<file path="config.mk">
export PLATFORM = sky130hd
export DESIGN_NAME = fifo_sync_thresh_flat
export DESIGN_NICKNAME = d
export VERILOG_FILES = /design/src/rtl/fifo_sync_pkg.sv /design/src/rtl/fifo_sync_thresh_if.sv /design/src/rtl/fifo_sync_mem.sv /design/src/rtl/fifo_sync_thresh.sv /design/src/flat_wrapper.sv
export SDC_FILE = /design/constraint.sdc
export NUM_CORES = 1
export LEC_CHECK = 0
export CORE_ASPECT_RATIO = 0.75
export CORE_MARGIN = 2
export CORE_UTILIZATION = 35
export DETAILED_ROUTE_END_ITERATION = 10
export REMOVE_ABC_BUFFERS = 1
export SKIP_CTS_REPAIR_TIMING = 1
export SLEW_MARGIN = 15
export SYNTH_ARGS = -nofsm -noshare
export SYNTH_HDL_FRONTEND = slang
export SYNTH_SLANG_ARGS = --single-unit
</file>
<file path="constraint.sdc">
create_clock -name clk -period 8.5 [get_ports clk]
set_input_delay 2.125 -clock clk [delete_from_list [all_inputs] [get_ports clk]]
set_output_delay 2.125 -clock clk [all_outputs]
set_load 0.02 [all_outputs]
</file>
<file path="src/rtl/fifo_sync_pkg.sv">
// Shared sizing helpers and build-time legality check for fifo_sync_thresh.
// Latency: n/a (package only).
// Backpressure: n/a (package only).
package fifo_sync_pkg;

    // Default configuration, used as interface and top defaults.
    localparam int DEF_DSIZE  = 8;
    localparam int DEF_ASIZE  = 4;
    localparam int DEF_AFULL  = 12;
    localparam int DEF_AEMPTY = 2;

    // Pointer width for the default configuration. One extra bit above the
    // address tells full apart from empty when the addresses match.
    localparam int PTR_W = DEF_ASIZE + 1;

    function automatic int depth(input int asize);
        return 1 << asize;
    endfunction

    function automatic int ptr_width(input int asize);
        return asize + 1;
    endfunction

    // Thresholds must leave a non-empty band between almost-empty and
    // almost-full, and almost-full must be reachable before the FIFO is full.
    function automatic bit thresh_ok(input int asize, input int afull, input int aempty);
        return (aempty >= 0) && (aempty < afull) && (afull <= depth(asize) - 1);
    endfunction

endpackage

</file>
<file path="src/rtl/fifo_sync_thresh_if.sv">
// Producer/consumer bundle for fifo_sync_thresh: write side, read side, status.
// Latency: n/a (wires only).
// Backpressure: producer watches wfull/walmost_full, consumer watches rempty/rvalid.
// Ports: master = user of the FIFO (drives wdata/winc/rinc), slave = the FIFO.
interface fifo_sync_thresh_if
    import fifo_sync_pkg::*;
#(
    parameter int DSIZE = DEF_DSIZE,
    parameter int ASIZE = DEF_ASIZE
);
    // write side
    logic [DSIZE-1:0] wdata;
    logic             winc;
    logic             wfull;
    logic             walmost_full;
    logic             wovf;
    // read side
    logic             rinc;
    logic [DSIZE-1:0] rdata;
    logic             rvalid;
    logic             rempty;
    logic             ralmost_empty;
    logic             rudf;
    // occupancy, 0..2**ASIZE
    logic [ASIZE:0]   count;

    modport master (
        output wdata, winc, rinc,
        input  wfull, walmost_full, wovf,
        input  rdata, rvalid, rempty, ralmost_empty, rudf, count
    );

    modport slave (
        input  wdata, winc, rinc,
        output wfull, walmost_full, wovf,
        output rdata, rvalid, rempty, ralmost_empty, rudf, count
    );
endinterface

</file>
<file path="src/rtl/fifo_sync_mem.sv">
// DEPTH x DSIZE storage: synchronous write port, read port registered (default) or asynchronous (FIFO_SYNC_FWFT_EN).
// Latency: write lands 1 edge after we_i; registered read 1 edge after re_i, async read 0 cycles.
// Backpressure: none; caller only asserts we_i/re_i for accepted transfers.
// Ports: clk, rst (clears read register only), we_i/waddr_i/wdata_i, re_i/raddr_i, rdata_o.
module fifo_sync_mem
    import fifo_sync_pkg::*;
#(
    parameter int DSIZE = DEF_DSIZE,
    parameter int ASIZE = DEF_ASIZE
) (
    input  logic             clk,
    input  logic             rst,
    input  logic             we_i,
    input  logic [ASIZE-1:0] waddr_i,
    input  logic [DSIZE-1:0] wdata_i,
    input  logic             re_i,
    input  logic [ASIZE-1:0] raddr_i,
    output logic [DSIZE-1:0] rdata_o
);
    localparam int DEPTH = depth(ASIZE);

    logic [DSIZE-1:0] mem_q [DEPTH];

    // Storage is deliberately not reset; the pointers define what is valid.
    always_ff @(posedge clk) begin
        if (we_i) begin
            mem_q[waddr_i] <= wdata_i;
        end
    end

`ifdef FIFO_SYNC_FWFT_EN
    // Head word is always on the output; pops are tracked by the pointers.
    logic unused_rd_ctl;
    assign unused_rd_ctl = ^{rst, re_i};
    assign rdata_o       = mem_q[raddr_i];
`else
    logic [DSIZE-1:0] rdata_q;
    logic [DSIZE-1:0] rdata_d;

    // Hold the last word read until the next accepted read.
    always_comb begin
        rdata_d = rdata_q;
        if (re_i) begin
            rdata_d = mem_q[raddr_i];
        end
    end

    always_ff @(posedge clk) begin
        if (rst) begin
            rdata_q <= '0;
        end else begin
            rdata_q <= rdata_d;
        end
    end

    assign rdata_o = rdata_q;
`endif

endmodule

</file>
<file path="src/rtl/fifo_sync_thresh.sv">
// Single-clock FIFO with occupancy count, almost-full/almost-empty thresholds and overflow/underflow pulses.
// Latency: write visible to reader after 1 edge; standard read data 1 edge after rinc, FWFT head shown with 0 cycles.
// Backpressure: wfull rejects writes (wovf pulses), rempty rejects reads (rudf pulses); walmost_full gives early warning.
// Ports: clk, rst (sync, active-high), bus (fifo_sync_thresh_if.slave).
// Build option: define FIFO_SYNC_FWFT_EN for first-word-fall-through read mode.
module fifo_sync_thresh
    import fifo_sync_pkg::*;
#(
    parameter int DSIZE         = DEF_DSIZE,
    parameter int ASIZE         = DEF_ASIZE,
    parameter int AFULL_THRESH  = DEF_AFULL,
    parameter int AEMPTY_THRESH = DEF_AEMPTY
) (
    input  logic                 clk,
    input  logic                 rst,
    fifo_sync_thresh_if.slave    bus
);
    localparam int PW = ptr_width(ASIZE);

    if (!thresh_ok(ASIZE, AFULL_THRESH, AEMPTY_THRESH)) begin : g_bad_thresh
        $fatal(1, "fifo_sync_thresh: need 0 <= AEMPTY_THRESH < AFULL_THRESH <= DEPTH-1");
    end

    logic [PW-1:0] wptr_q, wptr_d;
    logic [PW-1:0] rptr_q, rptr_d;
    logic          wovf_q, wovf_d;
    logic          rudf_q, rudf_d;
    logic [PW-1:0] count_w;
    logic          full_w;
    logic          empty_w;
    logic          wr_acc;
    logic          rd_acc;

    // Status is decoded from the registered pointers only, so it never
    // depends on this cycle's requests.
    assign count_w = wptr_q - rptr_q;
    assign empty_w = (wptr_q == rptr_q);
    assign full_w  = (wptr_q[PW-1] != rptr_q[PW-1]) &&
                     (wptr_q[PW-2:0] == rptr_q[PW-2:0]);

    // Acceptance uses the pre-edge flags: at full a read still drains while
    // the write bounces; at empty a write lands while the read bounces.
    assign wr_acc = bus.winc && !full_w;
    assign rd_acc = bus.rinc && !empty_w;

    always_comb begin
        wptr_d = wptr_q;
        rptr_d = rptr_q;
        wovf_d = bus.winc && full_w;
        rudf_d = bus.rinc && empty_w;
        if (wr_acc) begin
            wptr_d = wptr_q + 1'b1;
        end
        if (rd_acc) begin
            rptr_d = rptr_q + 1'b1;
        end
    end

    always_ff @(posedge clk) begin
        if (rst) begin
            wptr_q <= '0;
            rptr_q <= '0;
            wovf_q <= 1'b0;
            rudf_q <= 1'b0;
        end else begin
            wptr_q <= wptr_d;
            rptr_q <= rptr_d;
            wovf_q <= wovf_d;
            rudf_q <= rudf_d;
        end
    end

    fifo_sync_mem #(
        .DSIZE (DSIZE),
        .ASIZE (ASIZE)
    ) u_mem (
        .clk     (clk),
        .rst     (rst),
        .we_i    (wr_acc),
        .waddr_i (wptr_q[ASIZE-1:0]),
        .wdata_i (bus.wdata),
        .re_i    (rd_acc),
        .raddr_i (rptr_q[ASIZE-1:0]),
        .rdata_o (bus.rdata)
    );

`ifdef FIFO_SYNC_FWFT_EN
    // Head word is valid whenever something is stored.
    assign bus.rvalid = !empty_w;
`else
    logic rvalid_q, rvalid_d;

    always_comb begin
        rvalid_d = rd_acc;
    end

    always_ff @(posedge clk) begin
        if (rst) begin
            rvalid_q <= 1'b0;
        end else begin
            rvalid_q <= rvalid_d;
        end
    end

    assign bus.rvalid = rvalid_q;
`endif

    assign bus.count         = count_w;
    assign bus.rempty        = empty_w;
    assign bus.wfull         = full_w;
    assign bus.walmost_full  = (count_w >= PW'(AFULL_THRESH));
    assign bus.ralmost_empty = (count_w <= PW'(AEMPTY_THRESH));
    assign bus.wovf          = wovf_q;
    assign bus.rudf          = rudf_q;

endmodule
</file>
<file path="src/flat_wrapper.sv">
// flat-port wrapper written by rule: the top's interface ports become plain ports
module fifo_sync_thresh_flat import fifo_sync_pkg::*;
#(
    parameter int DSIZE         = DEF_DSIZE,
    parameter int ASIZE         = DEF_ASIZE,
    parameter int AFULL_THRESH  = DEF_AFULL,
    parameter int AEMPTY_THRESH = DEF_AEMPTY
)
  (clk, rst, bus_wdata, bus_winc, bus_rinc, bus_wfull, bus_walmost_full, bus_wovf, bus_rdata, bus_rvalid, bus_rempty, bus_ralmost_empty, bus_rudf, bus_count);
  fifo_sync_thresh_if #(.DSIZE(DSIZE), .ASIZE(ASIZE)) bus_i ();
  input  logic clk;
  input  logic rst;
  input wire logic [$bits(bus_i.wdata)-1:0] bus_wdata;
  input wire logic [$bits(bus_i.winc)-1:0] bus_winc;
  input wire logic [$bits(bus_i.rinc)-1:0] bus_rinc;
  output wire logic [$bits(bus_i.wfull)-1:0] bus_wfull;
  output wire logic [$bits(bus_i.walmost_full)-1:0] bus_walmost_full;
  output wire logic [$bits(bus_i.wovf)-1:0] bus_wovf;
  output wire logic [$bits(bus_i.rdata)-1:0] bus_rdata;
  output wire logic [$bits(bus_i.rvalid)-1:0] bus_rvalid;
  output wire logic [$bits(bus_i.rempty)-1:0] bus_rempty;
  output wire logic [$bits(bus_i.ralmost_empty)-1:0] bus_ralmost_empty;
  output wire logic [$bits(bus_i.rudf)-1:0] bus_rudf;
  output wire logic [$bits(bus_i.count)-1:0] bus_count;
  assign bus_i.wdata = bus_wdata;
  assign bus_i.winc = bus_winc;
  assign bus_i.rinc = bus_rinc;
  assign bus_wfull = bus_i.wfull;
  assign bus_walmost_full = bus_i.walmost_full;
  assign bus_wovf = bus_i.wovf;
  assign bus_rdata = bus_i.rdata;
  assign bus_rvalid = bus_i.rvalid;
  assign bus_rempty = bus_i.rempty;
  assign bus_ralmost_empty = bus_i.ralmost_empty;
  assign bus_rudf = bus_i.rudf;
  assign bus_count = bus_i.count;
  fifo_sync_thresh #(.DSIZE(DSIZE), .ASIZE(ASIZE), .AFULL_THRESH(AFULL_THRESH), .AEMPTY_THRESH(AEMPTY_THRESH)) u_core (.clk(clk), .rst(rst), .bus(bus_i));
endmodule
</file>
**Yosys cells after proc, flatten, opt, wreduce, memory -nomap -nowiden**

Memory sizes are Yosys's and may differ from the RTL's. A register that Yosys moved wholly into a read port is not among the register bits.
Index checks and enable logic that the tools add are counted.

- Muxes and demuxes: 2
- Eq/ne operators: 3
- Magnitude comparators: 2
- Reductions and logical operators: 7
- Add/subtract/negate cells: 3

Operators with widths:

| kind | number |
|---|---|
| $add 5x1->5 const B | 2 |
| $eq 5x5->1 | 1 |
| $ge 5x4->1 const B | 1 |
| $le 5x2->1 const B | 1 |
| $logic_and 1x1->1 | 5 |
| $sub 5x5->5 | 1 |
| $eq 4x4->1 | 1 |
| $logic_not 1->1 | 2 |
| $mux 1 | 2 |
| $ne 1x1->1 | 1 |

- Memory bits (writable): 128
- Input port bits: 12
- Memories: 1
- Word-level logic and storage cells: 23
- Register bits after elaboration: 13

Memory list:

| name | words | bits a word | read ports | clocked after memory_dff | write ports | line | source |
|---|---|---|---|---|---|---|---|
| u_core.u_mem.mem_q | 16 | 8 | 1 | 1 | 1 | fifo_sync_mem.sv:22 | `logic [DSIZE-1:0] mem_q [DEPTH];` |

**Logic depth before layout (Yosys ltp)**

Gate-level depths: netlist of the first run.

- Depth in word-level cells: 6
- Depth in mapped cells: 11

**Cells and area by module**

Synthesis of the first run repeated with hierarchy kept, for this count alone.

- Cells, all modules: 397
- Area, all modules: 6,084.6 um^2

By module, submodules not included:

| module | sequential area each (um^2) | area each (um^2) | cells each | instances |
|---|---|---|---|---|
| fifo_sync_mem | 4,003.8 | 5,343.9 | 316 | 1 |
| fifo_sync_thresh | 260.2 | 740.7 | 81 | 1 |

**Least setup slack after synthesis of the first run**

No wires, ideal clock.

- Kind: flip-flop to output port
- Start: reg u_core.rptr_q[1]
- End: out bus_ralmost_empty
- Data required time: 6.375 ns
- Stages on the path, launching flop included: 10
- Buffers on the path: 3
- Slack: 4.065 ns
- Data arrival time: 2.310 ns
- Cells stage by stage: dfxtp_1 buf_4 buf_6 buf_4 inv_1 ha_1 a21o_1 a21oi_1 xnor2_1 a2111oi_2

- Longest elaborated chain between the ends: 2

RTL lines:

| element | line | source |
|---|---|---|
| from (decl) | fifo_sync_thresh.sv:25 | `logic [PW-1:0] rptr_q, rptr_d;` |
| from (signal assigned) | fifo_sync_thresh.sv:67 | `rptr_q <= rptr_d;` |
| $sub 5x5->5 | fifo_sync_thresh.sv:36 | `assign count_w = wptr_q - rptr_q;` |
| named net bus_count[3] | flat_wrapper.sv:24 | `output wire logic [$bits(bus_i.count)-1:0] bus_count;` |
| $le 5x2->1 | fifo_sync_thresh.sv:112 | `assign bus.ralmost_empty = (count_w <= PW'(AEMPTY_THRESH));` |
| to (decl) | flat_wrapper.sv:22 | `output wire logic [$bits(bus_i.ralmost_empty)-1:0] bus_ralmost_empty;` |

The timed path passes the listed nets, and every way through them passes these cells.

**Final worst setup path of the first run**

- Start: reg u_core.rptr_q[2]
- End: out bus_ralmost_empty

- Longest elaborated chain between the ends: 2

RTL lines:

| element | line |
|---|---|
| $sub 5x5->5 | fifo_sync_thresh.sv:36 |
| $le 5x2->1 | fifo_sync_thresh.sv:112 |

Every way passes these cells.

==> impl_metrics.ini, run 1 <==
[run_status]
status = finished, final reports clean

[die]
die_y_um = 117
fp.dieArea_sq_um = 18200
initial_core_util_pct = 35.7
core_sq_um = 16800
ios = 32
rows = 41
fp.dieW_um = 155

[grt]
grt_start_max_net_pins = 49
grt_pass1_wl_mm = 19.4
grt_overflow = 0
grt_util_all_layers_pct = 14.6
antenna_found_initial = 0
grt_pass1_vias = 3259

[placed_design]
dpl.hpwl_mm = 8.07
placed_area_sq_um = 6510
port_buffers = 31
dpl.cell_count = 608
preCtsSetupSlack_ns = 3.70
gp_congestion = 0.849

[detailed_routing]
vias_per_cell = 5.12
drc = 0
routed_wl_mm = 12.6
drt_first_pass_iters = 6
ant_nets = 0
vias = 3274
routedWlPerCell_um = 19.7
drt-initial-drc-count = 331

[pwr]
total_power_mw = 1.89
ir_worst_vdd_v = 0.000150
switching_share_pct = 24.1
internal_power_mw = 1.44
p_seq_share_pct = 43.6
pwr-share-clk_pct = 41.3
p_per_area_nw_per_um2 = 266
p_sw_mw = 0.457
p_comb_share_pct = 15.1
p_leak_nw = 2.27

[worst_setup_path]
startpoint = u_core.rptr_q[2]
worstPathArrival_ns = 3.17
reg2regPathDepth = 6
cp.required_ns = 6.38
r2r_start = u_core.rptr_q[2]
crit_type = flip-flop to primary output
path_cells = inv_2 -> ha_1 -> a21o_1 -> a21oi_1 -> xnor2_1 -> a2111oi_2 -> clkdlybuf4s50_1
critPathMaxStageDelay_ns = 0.66
critPathSlowestCell = clkdlybuf4s50_1
worstPathMaxFanout = 13
critPathLaunchType = flip-flop
crit_end = bus_ralmost_empty
r2r_setup_slack_ns = 5.48
r2r-end = u_core.u_mem.mem_q[14][7]
endpoint_kind = primary output

[cts]
clock-sinks = 149
cts.path.max_buffers = 2
insertion_delay_ns = 0.42
cts.clk_slew.worst_paths_ns = 0.06
root_buffer = clkbuf_16
numCtsBuffers = 17
h-tree-depth = 4
cts_tree = done

[worst_hold_path]
min_path_type = flip-flop to flip-flop

[sta]
tightestPinTransition_ns = 0.976
fin_hold_ws_ns = 0.502
finalSetupViolations = 0
fmax_mhz = 189
finalCritPeriodShare_pct = 62.3
finalMaxSlewViolations = 0
slew_headroom_pct = 34.6
setup_tns_ns = 0
worst_slack_ns = 3.21
finalHoldViolCount = 0
fin_skew_ns = 0.00735
fin_crit_ns = 5.29
rsz0062_at_grt = false

[yosys]
synth-seq-cells = 149
synth-edff-count = 128
avgSynthCellArea_sq_um = 16.0
synth_cells = 375
synth_cell_types = 34
synth_area_leaders = edfxtp_1 64%, dfxtp_1 7.0%, mux4_2 6.0%
async_reset_ff_share_pct = 0
yosys_warnings = 0
ys_seq_area_share_pct = 71.0
synth_area_sq_um = 6010
yosysTopAreaCell = edfxtp_1
synth_top_cell_area_share_pct = 64.0
yosys_most_used_dff = edfxtp_1

[run]
cap_violations = 0

[finish]
layout_common_cells = 128 x edfxtp_1, 32 x mux2i_1, 31 x nor2_1, 31 x clkdlybuf4s50_1, 25 x nand2_1
drive_gt1_share_pct = 13.6
area_growth_pct = 18.6
final_area_sq_um = 7130
nNetsFinal = 434
fin_util_pct = 42.4
antennaDiodeCount = 0
fin_cells = 640
layout_commonest_cell = edfxtp_1
==> critical path: cells and delay by family (launching register included) <==
kind                     cells  cell delay (ns)
buffers and inverters        2             0.87
AO/OA/AOI/OAI                3             0.77
flip-flops                   1             0.58
adder cells (fa/ha/maj)      1             0.39
XOR/XNOR                     1             0.14
==> worst min path at each step <==
stage,endpoint,start,cells past startpoint
4_1_cts,u_core.u_mem.rdata_o[5],u_core.u_mem.rdata_o[5],2
2_1_floorplan,u_core.wptr_q[4],u_core.wptr_q[4],2
3_5_place_dp,u_core.u_mem.rdata_o[5],u_core.u_mem.rdata_o[5],2
3_3_place_gp,u_core.u_mem.rdata_o[1],u_core.u_mem.rdata_o[1],2
5_1_grt,u_core.u_mem.rdata_o[1],u_core.u_mem.rdata_o[1],2
6_report,u_core.u_mem.rdata_o[5],u_core.u_mem.rdata_o[5],2
==> metal layers <==
layer	up-vias	routed length [um]	GRT usage, %
met5	-	0	0
met4	0	139	4.47
met3	13	952	3.42
met2	109	5660	21.5
met1	1633	5880	21.5
li1	1519	-	-
==> area by class of cell <==
cell class	count	area, sq um
clock inverters	12	179
well taps	215	269
repair buffers	37	355
multi-input cells	197	1590
fillers	1488	9700
flip-flops and latches	149	4270
inverters	10	37.5
clock buffers	20	437
==> logic make-up (layout without fill, tap and decap cells) <==
kind of cell / count (synthesis) / in the layout / synth area share [%]
flops: 149 / 149 / 71.0
simple gates: 83 / 83 / 6.16
buf+inv: 29 / 79 / 2.71
xor+xnor: 12 / 12 / 1.75
compound gates: 44 / 44 / 4.89
mux: 48 / 48 / 11.3
fa+ha+maj: 10 / 10 / 2.21
==> synthesized netlist by cell type, types with 4 or more instances <==
master and n:
inv_1 8, ha_1 9, buf_2 4, clkbuf_1 4, nand2_1 25, nor2_1 31
xor2_1 4, a211oi_1 8, nand4_1 4, edfxtp_1 128, o22ai_1 16, mux4_2 16
mux2i_1 32, xnor2_1 8, nor3_1 12, dfxtp_1 21, buf_4 7, a21oi_1 13
==> state kept, by name (all words and copies together), names as in the netlist <==
signal,flops
u_core.rptr_q,5
u_core.u_mem.mem_q,128
u_core.u_mem.rdata_o,8
u_core.bus.wovf,1
u_core.wptr_q,5
u_core.bus.rvalid,1
u_core.bus.rudf,1
==> power groups by stage <==
| stage | Sequential, mW | Combinational, mW | Clock [mW] |
|---|---|---|---|
| after global placement | 0.839 | 0.288 | 0 |
| after floorplan | 0.868 | 0.149 | 0 |
| after detailed placement | 0.840 | 0.289 | 0 |
| after CTS | 0.825 | 0.290 | 0.788 |
| final | 0.825 | 0.286 | 0.783 |
| after global routing | 0.827 | 0.311 | 0.823 |
Note: power is estimated with default switching activity, not from simulation.
==> run 2, diff against run 1 <==
==> constraint.sdc (replaced) <==
create_clock -name clk -period 5.35 [get_ports clk]
set_input_delay 1.3375 -clock clk [delete_from_list [all_inputs] [get_ports clk]]
set_output_delay 1.3375 -clock clk [all_outputs]
set_load 0.02 [all_outputs]
==> impl_metrics.ini, run 2 (same netlist as run 1, synthesis figures left out) <==
[detailed_routing]
vias = 3260
vias_per_cell = 5.11
drc = 0
routed_wl_mm = 13.0
routedWlPerCell_um = 20.4
drt_first_pass_iters = 6
drt-initial-drc-count = 298
ant_nets = 0

[die]
fp.dieW_um = 155
die_y_um = 117
ios = 32
core_sq_um = 16800
rows = 41
initial_core_util_pct = 35.7
fp.dieArea_sq_um = 18200

[cts]
cts_tree = done
h-tree-depth = 4
cts.clk_slew.worst_paths_ns = 0.06
cts.path.max_buffers = 2
clock-sinks = 149
numCtsBuffers = 17
insertion_delay_ns = 0.42
root_buffer = clkbuf_16

[sta]
finalCritPeriodShare_pct = 83.2
worst_slack_ns = 0.901
slew_headroom_pct = 35.5
fin_skew_ns = 0.0136
finalSetupViolations = 0
rsz0062_at_grt = false
fmax_mhz = 225
fin_crit_ns = 4.45
finalMaxSlewViolations = 0
tightestPinTransition_ns = 0.962
setup_tns_ns = 0
finalHoldViolCount = 0

[run_status]
status = finished, final reports clean

[finish]
drive_gt1_share_pct = 13.5
fillers = 1492
area_growth_pct = 18.1
largest_reg_flops = 128
layout_commonest_cell = edfxtp_1
antennaDiodeCount = 0
final_area_sq_um = 7100
layout_common_cells = 128 x edfxtp_1, 32 x mux2i_1, 31 x nor2_1, 31 x clkdlybuf4s50_1, 25 x nand2_1
nNetsFinal = 434
regMostFlops = u_core.u_mem.mem_q

[grt]
antenna_found_initial = 0
grt_pass1_vias = 3257
grt_start_max_net_pins = 49
grt_util_all_layers_pct = 14.9
grt_overflow = 0
grt_pass1_wl_mm = 19.6

[pwr]
p_leak_nw = 2.25
ir_worst_vdd_v = 0.000221
p_per_area_nw_per_um2 = 418

[worst_setup_path]
reg2regPathDepth = 6
startpoint = u_core.rptr_q[2]
critPathLaunchType = flip-flop
r2r_start = u_core.rptr_q[2]
cp.required_ns = 4.01
worstPathArrival_ns = 3.11
worstPathMaxFanout = 13
crit_end = bus_ralmost_empty
crit_type = flip-flop to primary output
r2r_setup_slack_ns = 2.32
endpoint_kind = primary output
r2r-end = u_core.u_mem.mem_q[12][2]

[placed_design]
preCtsSetupSlack_ns = 1.39
dpl.hpwl_mm = 8.09
port_buffers = 31
gp_congestion = 0.824
placed_area_sq_um = 6510

[run]
cap_violations = 0

[worst_hold_path]
min_path_type = flip-flop to flip-flop
hold_path_startpoint = u_core.u_mem.rdata_o[1]
-- run 2: area by class of cell --
cell class	count	area, sq um	area share (%)
tap	215	269	3.79
multi-input combinational	197	1590	22.4
clock inverter	11	151	2.13
clock buffer	19	433	6.10
sequential	149	4270	60.1
timing repair buffer	37	355	5.01
inverter	10	37.5	0.529
-- run 2: worst min path at each step --
| stage | cells after the start | endpoint |
|---|---|---|
| after detailed placement | 2 | u_core.u_mem.rdata_o[1] |
| after CTS | 2 | u_core.u_mem.rdata_o[1] |
| after floorplan | 2 | u_core.wptr_q[4] |
| final | 2 | u_core.u_mem.rdata_o[1] |
| after global routing | 2 | u_core.u_mem.rdata_o[6] |
| after global placement | 2 | u_core.u_mem.rdata_o[2] |
-- run 2: worst max-delay path, stage by stage, from the launching register on --
cell             delay (ns)
dfxtp_1                0.57
inv_2                  0.21
ha_1                   0.39
a21o_1                 0.19
a21oi_1                0.19
xnor2_1                0.13
a2111oi_2              0.35
clkdlybuf4s50_1        0.66
-- run 2: through the flow --
stage               hold WS (ns)  utilization (%)  cells  total power, mW
floorplan                  0.488                -    356             1.62
global placement           0.492             38.7    608             1.79
detailed placement         0.500             38.7    608             1.80
CTS                        0.508             42.2    638             2.99
global route               0.534             42.2    638             3.07
finish                     0.503             42.2    638             2.97
-- run 2: power breakdown --
group | internal [mW] | switching [mW] | total [mW]
Sequential | 1.29 | 0.0172 | 1.31
Clock | 0.731 | 0.468 | 1.20
Combinational | 0.207 | 0.250 | 0.457
Total | 2.23 | 0.735 | 2.97
-- run 2: routing by layer --
layer	part of all wire [%]	up-vias	wire length [um]	global-route usage, %
li1	-	1505	-	-
met1	48	1660	6240	21.3
met2	45	85	5900	21.4
met3	5.7	10	743	5.19
met4	0.96	0	125	4.36
met5	0	-	0	0
==> run 3, diff against run 2 <==
==> constraint.sdc (replaced) <==
create_clock -name clk -period 4.2 [get_ports clk]
set_input_delay 1.05 -clock clk [delete_from_list [all_inputs] [get_ports clk]]
set_output_delay 1.05 -clock clk [all_outputs]
set_load 0.02 [all_outputs]
==> impl_metrics.ini, run 3 (same netlist as run 1, synthesis figures left out) <==
[detailed_routing]
ant_nets = 0
drt_first_pass_iters = 4
routed_wl_mm = 12.6
vias_per_cell = 5.15
vias = 3301
drc = 0
routedWlPerCell_um = 19.6
drt-initial-drc-count = 269

[sta]
finalMaxSlewViolations = 0
fmax_mhz = 257
setup_tns_ns = 0
slew_headroom_pct = 41.8
rsz0062_at_grt = false
finalHoldViolCount = 0
worst_slack_ns = 0.304
tightestPinTransition_ns = 0.870
fin_crit_ns = 3.90
finalCritPeriodShare_pct = 92.8
fin_skew_ns = 0.0102
finalSetupViolations = 0

[run]
cap_violations = 0

[worst_setup_path]
crit_end = bus_walmost_full
startpoint = u_core.wptr_q[0]
worstPathArrival_ns = 2.85
r2r_start = u_core.rptr_q[3]
r2r_setup_slack_ns = 1.34
cp.required_ns = 3.15
r2r-end = u_core.u_mem.mem_q[12][3]
reg2regPathDepth = 6
critPathLaunchType = flip-flop
endpoint_kind = primary output
crit_type = flip-flop to primary output
worstPathMaxFanout = 5

[grt]
grt_pass1_vias = 3245
grt_start_max_net_pins = 42
grt_util_all_layers_pct = 14.4
grt_pass1_wl_mm = 19.2
grt_overflow = 0
antenna_found_initial = 0

[die]
fp.dieW_um = 155
die_y_um = 117
core_sq_um = 16800
fp.dieArea_sq_um = 18200
rows = 41
ios = 32
initial_core_util_pct = 35.7

[pwr]
p_leak_nw = 2.24
ir_worst_vdd_v = 0.000272
p_per_area_nw_per_um2 = 516

[cts]
clock-sinks = 149
insertion_delay_ns = 0.42
root_buffer = clkbuf_16
cts.clk_slew.worst_paths_ns = 0.06
h-tree-depth = 4
cts_tree = done
numCtsBuffers = 17
cts.path.max_buffers = 2

[run_status]
status = finished, final reports clean

[placed_design]
port_buffers = 31
gp_congestion = 0.820
preCtsSetupSlack_ns = 0.497
dpl.hpwl_mm = 8.05

[worst_hold_path]
hold_path_startpoint = u_core.u_mem.rdata_o[6]
min_path_type = flip-flop to flip-flop

[finish]
antennaDiodeCount = 0
area_growth_pct = 17.6
fillers = 1531
regMostFlops = u_core.u_mem.mem_q
fin_util_pct = 42.0
nNetsFinal = 435
largest_reg_flops = 128
layout_common_cells = 128 x edfxtp_1, 32 x mux2i_1, 31 x nor2_1
drive_gt1_share_pct = 13.6
layout_commonest_cell = edfxtp_1
## run 3: cell types whose count changed in the layout (fill, tap and decap cells not counted), sizes merged
cell | before | now
buf | 6 | 7
bufinv | 3 | 1
clkbuf | 19 | 23
clkdlybuf4s50 | 31 | 30
clkinv | 2 | 4
clkinvlp | 3 | 2
dlymetal6s2s | 0 | 1
inv | 13 | 12
## run 3: final cells by class
class / instances / area (sq um) / area share, %
Clock buffer: 23 / 458 / 6.48
Clock inverter: 9 / 81.3 / 1.15
Inverter: 10 / 37.5 / 0.531
Multi-Input combinational cell: 197 / 1590 / 22.5
Sequential cell: 149 / 4270 / 60.4
Tap cell: 215 / 269 / 3.81
Timing Repair Buffer: 38 / 365 / 5.17
## run 3: how the worst min path moves through the flow
stage | slack, ns | cells past startpoint | end
after floorplan | 0.49 | 2 | u_core.wptr_q[4]
after global placement | 0.49 | 2 | u_core.u_mem.rdata_o[1]
after detailed placement | 0.50 | 2 | u_core.u_mem.rdata_o[7]
after CTS | 0.51 | 2 | u_core.u_mem.rdata_o[7]
after global routing | 0.53 | 2 | u_core.u_mem.rdata_o[6]
final | 0.50 | 2 | u_core.u_mem.rdata_o[6]
## run 3: worst max-delay path: stages (launching register included)
cell             delay (ns)
dfxtp_1                0.41
inv_1                  0.11
ha_1                   0.24
fa_1                   0.40
inv_1                  0.08
a21o_1                 0.11
a21oi_1                0.08
xnor2_1                0.29
a21o_1                 0.12
clkdlybuf4s50_1        0.60
## run 3: report_power, final
group          internal [mW]  total (mW)  switching (mW)  leakage, nW
Sequential              1.65        1.67          0.0251         1.33
Clock                  0.828        1.39           0.564        0.259
Combinational          0.265       0.581           0.316        0.657
## run 3: metal layers
metal | wire, um | part of all wire [%] | global-route usage (%)
met4 | 87 | 0.69 | 3.61
met5 | 0 | 0 | 0
met1 | 5920 | 47 | 21.0
met2 | 5750 | 46 | 21.3
met3 | 793 | 6.3 | 3.98
## run 3: metrics by stage
stage	std cells	power, mW	area (sq um)	hold slack, ns
2_1_floorplan	356	2.06	5880	0.488
3_3_place_gp	609	2.28	6520	0.492
3_5_place_dp	609	2.29	6520	0.495
4_1_cts	641	3.68	7060	0.506
5_1_grt	641	3.78	7060	0.530
6_report	641	3.65	7060	0.498
